--- config.mk ---
export PLATFORM = sky130hd
export DESIGN_NAME = level_sequencer_flat
export DESIGN_NICKNAME = d
export VERILOG_FILES = /design/src/rtl/level_sequencer_pkg.sv /design/src/rtl/level_sequencer_if.sv /design/src/rtl/level_sequencer_edge_detect.sv /design/src/rtl/level_sequencer.sv /design/src/flat_wrapper.sv
export SDC_FILE = /design/constraint.sdc
export NUM_CORES = 1
export LEC_CHECK = 0
export ABC_AREA = 1
export CAP_MARGIN = 0
export CELL_PAD_IN_SITES_DETAIL_PLACEMENT = 0
export CELL_PAD_IN_SITES_GLOBAL_PLACEMENT = 2
export CORE_MARGIN = 5
export CORE_UTILIZATION = 39
export CTS_BUF_LIST = sky130_fd_sc_hd__clkbuf_4 sky130_fd_sc_hd__clkbuf_8
export DETAILED_ROUTE_END_ITERATION = 10
export DONT_BUFFER_PORTS = 1
export PLACE_DENSITY = 0.95
export SKIP_LAST_GASP = 1
export SLEW_MARGIN = 0
export SYNTH_ARGS = -nofsm -noshare
export SYNTH_HDL_FRONTEND = slang
export SYNTH_SLANG_ARGS = --single-unit
--- constraint.sdc ---
create_clock -name clk -period 4 [get_ports clk]
set_clock_uncertainty 0.05 [all_clocks]
set_input_delay 0.4 -clock clk [delete_from_list [all_inputs] [get_ports clk]]
set_output_delay 0.4 -clock clk [all_outputs]
set_load 0.005 [all_outputs]
--- src/rtl/level_sequencer_pkg.sv ---
// level_sequencer_pkg
//   Shared types and default level constants for the level sequencer and the
//   per-round game controller it sits beside.
//   Contents:
//     game_state_t  - round state reported by the game controller
//     seq_state_t   - level sequencer FSM state
//     DEF_*         - default campaign tuning values
package level_sequencer_pkg;

  typedef enum logic [1:0] {
    WAITING   = 2'd0,
    COUNTDOWN = 2'd1,
    SUCCESS   = 2'd2,
    FAILURE   = 2'd3
  } game_state_t;

  typedef enum logic [1:0] {
    READY   = 2'd0,
    PLAYING = 2'd1,
    HOLD    = 2'd2
  } seq_state_t;

  localparam int unsigned DEF_BASE_TIME    = 1500;
  localparam int unsigned DEF_TIME_STEP    = 100;
  localparam int unsigned DEF_MIN_TIME     = 300;
  localparam int unsigned DEF_BASE_BUTTONS = 6;
  localparam int unsigned DEF_MAX_BUTTONS  = 16;
  localparam int unsigned DEF_MAX_LEVEL    = 7;
  localparam int unsigned DEF_HOLD_TICKS   = 200;

endpackage

--- src/rtl/level_sequencer_if.sv ---
// level_sequencer_if
//   Bundles the sequencer's player/game-controller side signals.
//   Optional: LEVEL_SEQUENCER_BEST_LEVEL_EN adds best_level.
//   Signals:
//     start_req     player start button level (active high)
//     game_state    round state from the game controller
//     start_pulse   one-cycle start strobe to the game controller
//     initial_time  round time configuration (game ticks)
//     button_count  round button count configuration
//     level_num     current level index
//     campaign_done sticky "last level cleared" flag
//     busy          high while a round is playing or its result is held
//     best_level    highest level reached since reset (optional)
//   Modports:
//     slave  - the sequencer itself
//     master - the environment (player input + game controller)
interface level_sequencer_if;
  import level_sequencer_pkg::*;

  logic        start_req;
  game_state_t game_state;
  logic        start_pulse;
  logic [10:0] initial_time;
  logic [5:0]  button_count;
  logic [2:0]  level_num;
  logic        campaign_done;
  logic        busy;
`ifdef LEVEL_SEQUENCER_BEST_LEVEL_EN
  logic [2:0]  best_level;

  modport slave (
    input  start_req, game_state,
    output start_pulse, initial_time, button_count, level_num,
           campaign_done, busy, best_level
  );

  modport master (
    output start_req, game_state,
    input  start_pulse, initial_time, button_count, level_num,
           campaign_done, busy, best_level
  );
`else
  modport slave (
    input  start_req, game_state,
    output start_pulse, initial_time, button_count, level_num,
           campaign_done, busy
  );

  modport master (
    output start_req, game_state,
    input  start_pulse, initial_time, button_count, level_num,
           campaign_done, busy
  );
`endif

endinterface

--- src/rtl/level_sequencer_edge_detect.sv ---
// level_sequencer_edge_detect
//   Registered rising-edge detector: rise_o is high while sig_i is high and
//   was low on the previous clock.
//   Ports:
//     clk    clock
//     rst    synchronous active-high reset (history cleared to 0)
//     sig_i  level to watch
//     rise_o rising-edge indication (combinational from sig_i and history)
module level_sequencer_edge_detect (
  input  logic clk,
  input  logic rst,
  input  logic sig_i,
  output logic rise_o
);

  logic sig_q;

  always_ff @(posedge clk) begin
    if (rst) begin
      sig_q <= 1'b0;
    end else begin
      sig_q <= sig_i;
    end
  end

  assign rise_o = sig_i & ~sig_q;

endmodule

--- src/rtl/level_sequencer.sv ---
// level_sequencer
//   Sequences rounds of the game controller across a multi-level campaign:
//   arms a round on the player's start press, watches the round result and
//   reprograms time limit / button count, then holds the result for
//   HOLD_TICKS cycles before another round may start.
//   Optional: LEVEL_SEQUENCER_BEST_LEVEL_EN adds a best_level output that
//   remembers the highest level reached since reset.
//   Ports:
//     clk  game tick clock (only clock)
//     rst  synchronous active-high reset
//     bus  level_sequencer_if.slave (start_req, game_state in;
//          start_pulse, initial_time, button_count, level_num,
//          campaign_done, busy [, best_level] out)
//
//   state   | meaning
//   --------+------------------------------------------------------
//   READY   | idle, waiting for a fresh start press while WAITING
//   PLAYING | round running, config frozen, watching for a result
//   HOLD    | result shown, down-counter running to terminal count
module level_sequencer
  import level_sequencer_pkg::*;
#(
  parameter int unsigned BASE_TIME    = DEF_BASE_TIME,
  parameter int unsigned TIME_STEP    = DEF_TIME_STEP,
  parameter int unsigned MIN_TIME     = DEF_MIN_TIME,
  parameter int unsigned BASE_BUTTONS = DEF_BASE_BUTTONS,
  parameter int unsigned MAX_BUTTONS  = DEF_MAX_BUTTONS,
  parameter int unsigned MAX_LEVEL    = DEF_MAX_LEVEL,
  parameter int unsigned HOLD_TICKS   = DEF_HOLD_TICKS
) (
  input logic              clk,
  input logic              rst,
  level_sequencer_if.slave bus
);

  localparam int unsigned CNT_W = (HOLD_TICKS > 1) ? $clog2(HOLD_TICKS) : 1;
  localparam logic [CNT_W-1:0] HOLD_LOAD = CNT_W'(HOLD_TICKS - 1);
  localparam logic [10:0] BASE_T  = 11'(BASE_TIME);
  localparam logic [10:0] MIN_T   = 11'(MIN_TIME);
  localparam logic [5:0]  BASE_B  = 6'(BASE_BUTTONS);
  localparam logic [5:0]  MAX_B   = 6'(MAX_BUTTONS);
  localparam logic [2:0]  MAX_LVL = 3'(MAX_LEVEL);

  logic start_rise, win_edge, lose_edge;

  seq_state_t       state_q, state_d;
  logic [CNT_W-1:0] hold_cnt_q, hold_cnt_d;
  logic [2:0]       level_q, level_d;
  logic [10:0]      time_q, time_d;
  logic [5:0]       buttons_q, buttons_d;
  logic             done_q, done_d;
  logic             pulse_q, pulse_d;
  logic             busy_q, busy_d;

  logic signed [11:0] time_dec;
  logic [10:0]        time_lvl_up;
  logic [5:0]         buttons_lvl_up;

  level_sequencer_edge_detect u_start_edge (
    .clk    (clk),
    .rst    (rst),
    .sig_i  (bus.start_req),
    .rise_o (start_rise)
  );

  level_sequencer_edge_detect u_win_edge (
    .clk    (clk),
    .rst    (rst),
    .sig_i  (bus.game_state == SUCCESS),
    .rise_o (win_edge)
  );

  level_sequencer_edge_detect u_lose_edge (
    .clk    (clk),
    .rst    (rst),
    .sig_i  (bus.game_state == FAILURE),
    .rise_o (lose_edge)
  );

  // One extra sign bit so a step larger than the current time goes negative
  // and hits the floor instead of wrapping.
  assign time_dec       = $signed({1'b0, time_q}) - $signed(12'(TIME_STEP));
  assign time_lvl_up    = (time_dec < $signed(12'(MIN_TIME))) ? MIN_T : time_dec[10:0];
  assign buttons_lvl_up = (buttons_q >= MAX_B) ? MAX_B : buttons_q + 6'd1;

  always_ff @(posedge clk) begin
    if (rst) begin
      state_q <= READY;
    end else begin
      state_q <= state_d;
    end
  end

  always_comb begin
    state_d = state_q;
    case (state_q)
      READY:   if (start_rise && bus.game_state == WAITING) state_d = PLAYING;
      PLAYING: if (win_edge || lose_edge) state_d = HOLD;
      HOLD:    if (hold_cnt_q == '0) state_d = READY;
      default: state_d = READY;
    endcase
  end

  always_comb begin
    pulse_d    = 1'b0;
    busy_d     = (state_d != READY);
    hold_cnt_d = hold_cnt_q;
    level_d    = level_q;
    time_d     = time_q;
    buttons_d  = buttons_q;
    done_d     = done_q;
    case (state_q)
      READY: begin
        if (state_d == PLAYING) pulse_d = 1'b1;
      end
      PLAYING: begin
        if (win_edge) begin
          hold_cnt_d = HOLD_LOAD;
          if (level_q < MAX_LVL) begin
            level_d   = level_q + 3'd1;
            time_d    = time_lvl_up;
            buttons_d = buttons_lvl_up;
          end else begin
            done_d = 1'b1;
          end
        end else if (lose_edge) begin
          hold_cnt_d = HOLD_LOAD;
          level_d    = 3'd0;
          time_d     = BASE_T;
          buttons_d  = BASE_B;
          done_d     = 1'b0;
        end
      end
      HOLD: begin
        if (hold_cnt_q != '0) hold_cnt_d = hold_cnt_q - CNT_W'(1);
      end
      default: ;
    endcase
  end

  always_ff @(posedge clk) begin
    if (rst) begin
      hold_cnt_q <= '0;
      level_q    <= 3'd0;
      time_q     <= BASE_T;
      buttons_q  <= BASE_B;
      done_q     <= 1'b0;
      pulse_q    <= 1'b0;
      busy_q     <= 1'b0;
    end else begin
      hold_cnt_q <= hold_cnt_d;
      level_q    <= level_d;
      time_q     <= time_d;
      buttons_q  <= buttons_d;
      done_q     <= done_d;
      pulse_q    <= pulse_d;
      busy_q     <= busy_d;
    end
  end

  assign bus.start_pulse   = pulse_q;
  assign bus.initial_time  = time_q;
  assign bus.button_count  = buttons_q;
  assign bus.level_num     = level_q;
  assign bus.campaign_done = done_q;
  assign bus.busy          = busy_q;

`ifdef LEVEL_SEQUENCER_BEST_LEVEL_EN
  logic [2:0] best_q, best_d, best_cand;

  assign best_cand = (level_q < MAX_LVL) ? level_q + 3'd1 : MAX_LVL;

  always_comb begin
    best_d = best_q;
    if (state_q == PLAYING && win_edge && best_cand > best_q) best_d = best_cand;
  end

  // Deliberately untouched by a lost round; only reset clears it.
  always_ff @(posedge clk) begin
    if (rst) begin
      best_q <= 3'd0;
    end else begin
      best_q <= best_d;
    end
  end

  assign bus.best_level = best_q;
`endif

endmodule
--- src/flat_wrapper.sv ---
// flat-port wrapper written by rule: the top's interface ports become plain ports
module level_sequencer_flat import level_sequencer_pkg::*;
#(
  parameter int unsigned BASE_TIME    = DEF_BASE_TIME,
  parameter int unsigned TIME_STEP    = DEF_TIME_STEP,
  parameter int unsigned MIN_TIME     = DEF_MIN_TIME,
  parameter int unsigned BASE_BUTTONS = DEF_BASE_BUTTONS,
  parameter int unsigned MAX_BUTTONS  = DEF_MAX_BUTTONS,
  parameter int unsigned MAX_LEVEL    = DEF_MAX_LEVEL,
  parameter int unsigned HOLD_TICKS   = DEF_HOLD_TICKS
)
  (clk, rst, bus_start_req, bus_game_state, bus_start_pulse, bus_initial_time, bus_button_count, bus_level_num, bus_campaign_done, bus_busy);
  level_sequencer_if bus_i ();
  input logic clk;
  input logic rst;
  input wire logic [$bits(bus_i.start_req)-1:0] bus_start_req;
  input wire logic [$bits(bus_i.game_state)-1:0] bus_game_state;
  output wire logic [$bits(bus_i.start_pulse)-1:0] bus_start_pulse;
  output wire logic [$bits(bus_i.initial_time)-1:0] bus_initial_time;
  output wire logic [$bits(bus_i.button_count)-1:0] bus_button_count;
  output wire logic [$bits(bus_i.level_num)-1:0] bus_level_num;
  output wire logic [$bits(bus_i.campaign_done)-1:0] bus_campaign_done;
  output wire logic [$bits(bus_i.busy)-1:0] bus_busy;
  assign bus_i.start_req = bus_start_req;
  assign bus_i.game_state = bus_game_state;
  assign bus_start_pulse = bus_i.start_pulse;
  assign bus_initial_time = bus_i.initial_time;
  assign bus_button_count = bus_i.button_count;
  assign bus_level_num = bus_i.level_num;
  assign bus_campaign_done = bus_i.campaign_done;
  assign bus_busy = bus_i.busy;
  level_sequencer #(.BASE_TIME(BASE_TIME), .TIME_STEP(TIME_STEP), .MIN_TIME(MIN_TIME), .BASE_BUTTONS(BASE_BUTTONS), .MAX_BUTTONS(MAX_BUTTONS), .MAX_LEVEL(MAX_LEVEL), .HOLD_TICKS(HOLD_TICKS)) u_core (.clk(clk), .rst(rst), .bus(bus_i));
endmodule
==> flow_summary.toml <==
[status]
status = "finished, final reports clean"

[route]
drt-total-wl_microns = 3760
avgViaCountPerCell = 4.89
wl_met3_microns = 226
firstDrtPassIters = 4
met1_length_microns = 1910
highest_layer = "met4"
drc = 0
met2_length_microns = 1570
num_vias = 1476
avgRoutedWirePerCell_microns = 12.5
antenna_left = 0
drt_iter0_drc = 31

[clock_network]
clk_path_buf_depth = 2
hold_buffers = 0
cts_tree = "yes"
clock_latency_ps = 290
htreeDepth = 2
path_clk_slew_ps = 70
cts_resized = 0
clock_sinks = 34
cts_root_buffer = "clkbuf_8"
cts_setup_buffers = 0
cts_made_buffers = 5

[cells_and_area]
final_net_count = 258
fin_area_sq_um = 1860
diodes = 0
instances_no_fill = 302
areaGrowthSynthToFinish_pct = 8.24
drive_above_1_share_pct = 10.8

[critical_path]
cp_num_buf_inv = 1
worst-setup-path-type = "flop to flop"
slowest_delay_ps = 400
timing.rr.end = "u_core.bus.initial_time[2]$_SDFFE_PP1P_"
rr_worst_depth = 12
slowest_stage = "dfxtp_1"
crit_chain = "inv_1 -> ha_1 -> nand2_1 -> nand3_1 -> nand2_1 -> nand2_1 -> nand2_1 -> nand2_1 -> nand2_2 -> nand3_1 -> nand2_1 -> nand2_1"
cp-start-kind = "flop"
critical_path_arrival_ps = 1920
critPathLaunch = "u_core.bus.initial_time[2]$_SDFFE_PP1P_"
r2r_slack_ps = 2220
cp_top_family = "simple AND/OR/NAND/NOR gates"
cp.required_ps = 4140
cp-end-kind = "flop"
path_max_fanout = 6
crit_top_cell = "nand2_1"
r2r_start = "u_core.bus.initial_time[2]$_SDFFE_PP1P_"

[yosys]
yosys-top-cells-area = "dfxtp_1 40%, nand2_1 12%, inv_1 6.8%"
syn_area_sq_um = 1720
yosys_warnings = 0
ys_ff_latch = 34
synth-edff-count = 0
yosysTopAreaCell = "dfxtp_1"
syn_inst = 245
synthTopCellsByCount = "57 x nand2_1, 34 x dfxtp_1, 31 x inv_1"
async_reset_ff_share_pct = 0
avgSynthCellArea_sq_um = 7.00
ys_seq_area_share_pct = 39.7
synth.distinct_cells = 33
synth-main-ff-cell = "dfxtp_1"
post-synth-top-count-cell = "nand2_1"
yosys.area.top_type_share_pct = 39.7

[global_route]
grt_max_degree = 21
antenna_found_initial = 0
grtUsageTotal_pct = 13.2
grt_pass1_vias = 1307
overflow = 0
grt_first_pass_wirelength_microns = 6170

[worst_hold_path]
min-delay-start = "rst"
min_path_cells = 1
holdPathEnd = "u_core.bus.button_count[4]$_SDFFE_PP0P_"
hp-class = "input pin to flop"

[placement]
dp_hpwl_microns = 2780
place.gp.congestion = 0.742
placed_cells = 294
numPortBuffers = 0
dp_slack_ps = 2230
place_area_sq_um = 1760

[die]
die_area_sq_um = 5820
fp.dieW_microns = 76.3
fp.dieH_microns = 76.3
core_sq_um = 4320
initial_core_util_pct = 39.7
row_count = 24
io_pins = 28

[power_and_ir_drop]
ir_worst_vdd_mv = 0.203
p_leak_nw = 0.887
p_per_area_nw_per_um2 = 354

[sta]
max_freq_mhz = 562
period_share_pct = 44.5
slew_viol_final = 0
setup_viol_count_final = 0
setup_ws_ps = 2220
finalSetupTns_ps = 0
hold_slack_ps = 125
finalCriticalPeriod_ps = 1780
rsz0062_at_grt = "no"
finalHoldViolCount = 0

[flow_run]
cap_viol_max_count = 0
-- cell families (layout without fill, tap and decap cells) --
| kind of cell | Yosys count | in the layout | share of synthesized area [%] |
|---|---|---|---|
| other | 1 | 2 | 0.219 |
| and+or+nand+nor | 130 | 130 | 35.3 |
| buffers and inverters | 39 | 43 | 8.97 |
| adders and majority gates | 4 | 4 | 2.92 |
| xor gates and xnor gates | 6 | 6 | 3.06 |
| DFF | 34 | 34 | 39.7 |
| AOI/OAI and AO/OA | 31 | 31 | 9.85 |
-- routing by layer --
layer	up-vias	GRT usage, %
li1	793	-
met2	29	19.6
met1	649	17.3
met3	5	5.32
met5	-	0
met4	0	4.55
-- report_power, final --
group / internal, mW / switching, mW
Clock: 0.146 / 0.126
Sequential: 0.344 / 0.00430
Combinational: 0.0137 / 0.0239
-- worst max-delay path by stage --
stage	endpoint	depth (start not counted)	slack (ps)
3_3_place_gp	u_core.bus.initial_time[3]$_SDFFE_PP1P_	12	2270
2_1_floorplan	u_core.bus.initial_time[2]$_SDFFE_PP1P_	12	2450
6_report	u_core.bus.initial_time[2]$_SDFFE_PP1P_	12	2220
3_5_place_dp	u_core.bus.initial_time[2]$_SDFFE_PP1P_	12	2230
4_1_cts	u_core.bus.initial_time[2]$_SDFFE_PP1P_	12	2220
5_1_grt	u_core.bus.initial_time[2]$_SDFFE_PP1P_	12	2050
-- final cells by class --
class / count / area (sq um)
flip-flops and latches: 34 / 681
clock buffers: 7 / 90.1
clock inverters: 1 / 5.00
fillers: 490 / 2470
inverters: 35 / 131
multi-input cells: 173 / 885
well taps: 52 / 65.1
-- registers in the layout, indices dropped and copies added (netlist names) --
signal and flops:
u_core.u_win_edge.sig_q 1, u_core.bus.level_num 3, u_core.u_start_edge.sig_q 1, u_core.state_q 2, u_core.hold_cnt_q 8, u_core.bus.start_pulse 1
u_core.bus.busy 1, u_core.u_lose_edge.sig_q 1, u_core.bus.campaign_done 1, u_core.bus.button_count 6, u_core.bus.initial_time 9
-- layout by cell type, fill, tap and decap left out, drive strengths merged --
cell,instances
o21a,1
xnor2,2
or2,3
clkinv,1
nand3,20
a21oi,14
nand4,5
clkbuf,7
a31oi,2
nand3b,3
a211oi,1
xor2,4
conb,2
dfxtp,34
o21ai,12
nor3,5
nand2,62
nor2,31
nor4,1
ha,4
a22oi,1
inv,35
-- per-stage QoR --
step / power (mW) / utilization, %
2_1_floorplan: 0.390 / -
3_3_place_gp: 0.395 / 40.7
3_5_place_dp: 0.394 / 40.7
4_1_cts: 0.668 / 42.9
5_1_grt: 0.688 / 42.9
6_report: 0.657 / 42.9
No activity file was read; power rests on OpenSTA's default activity.
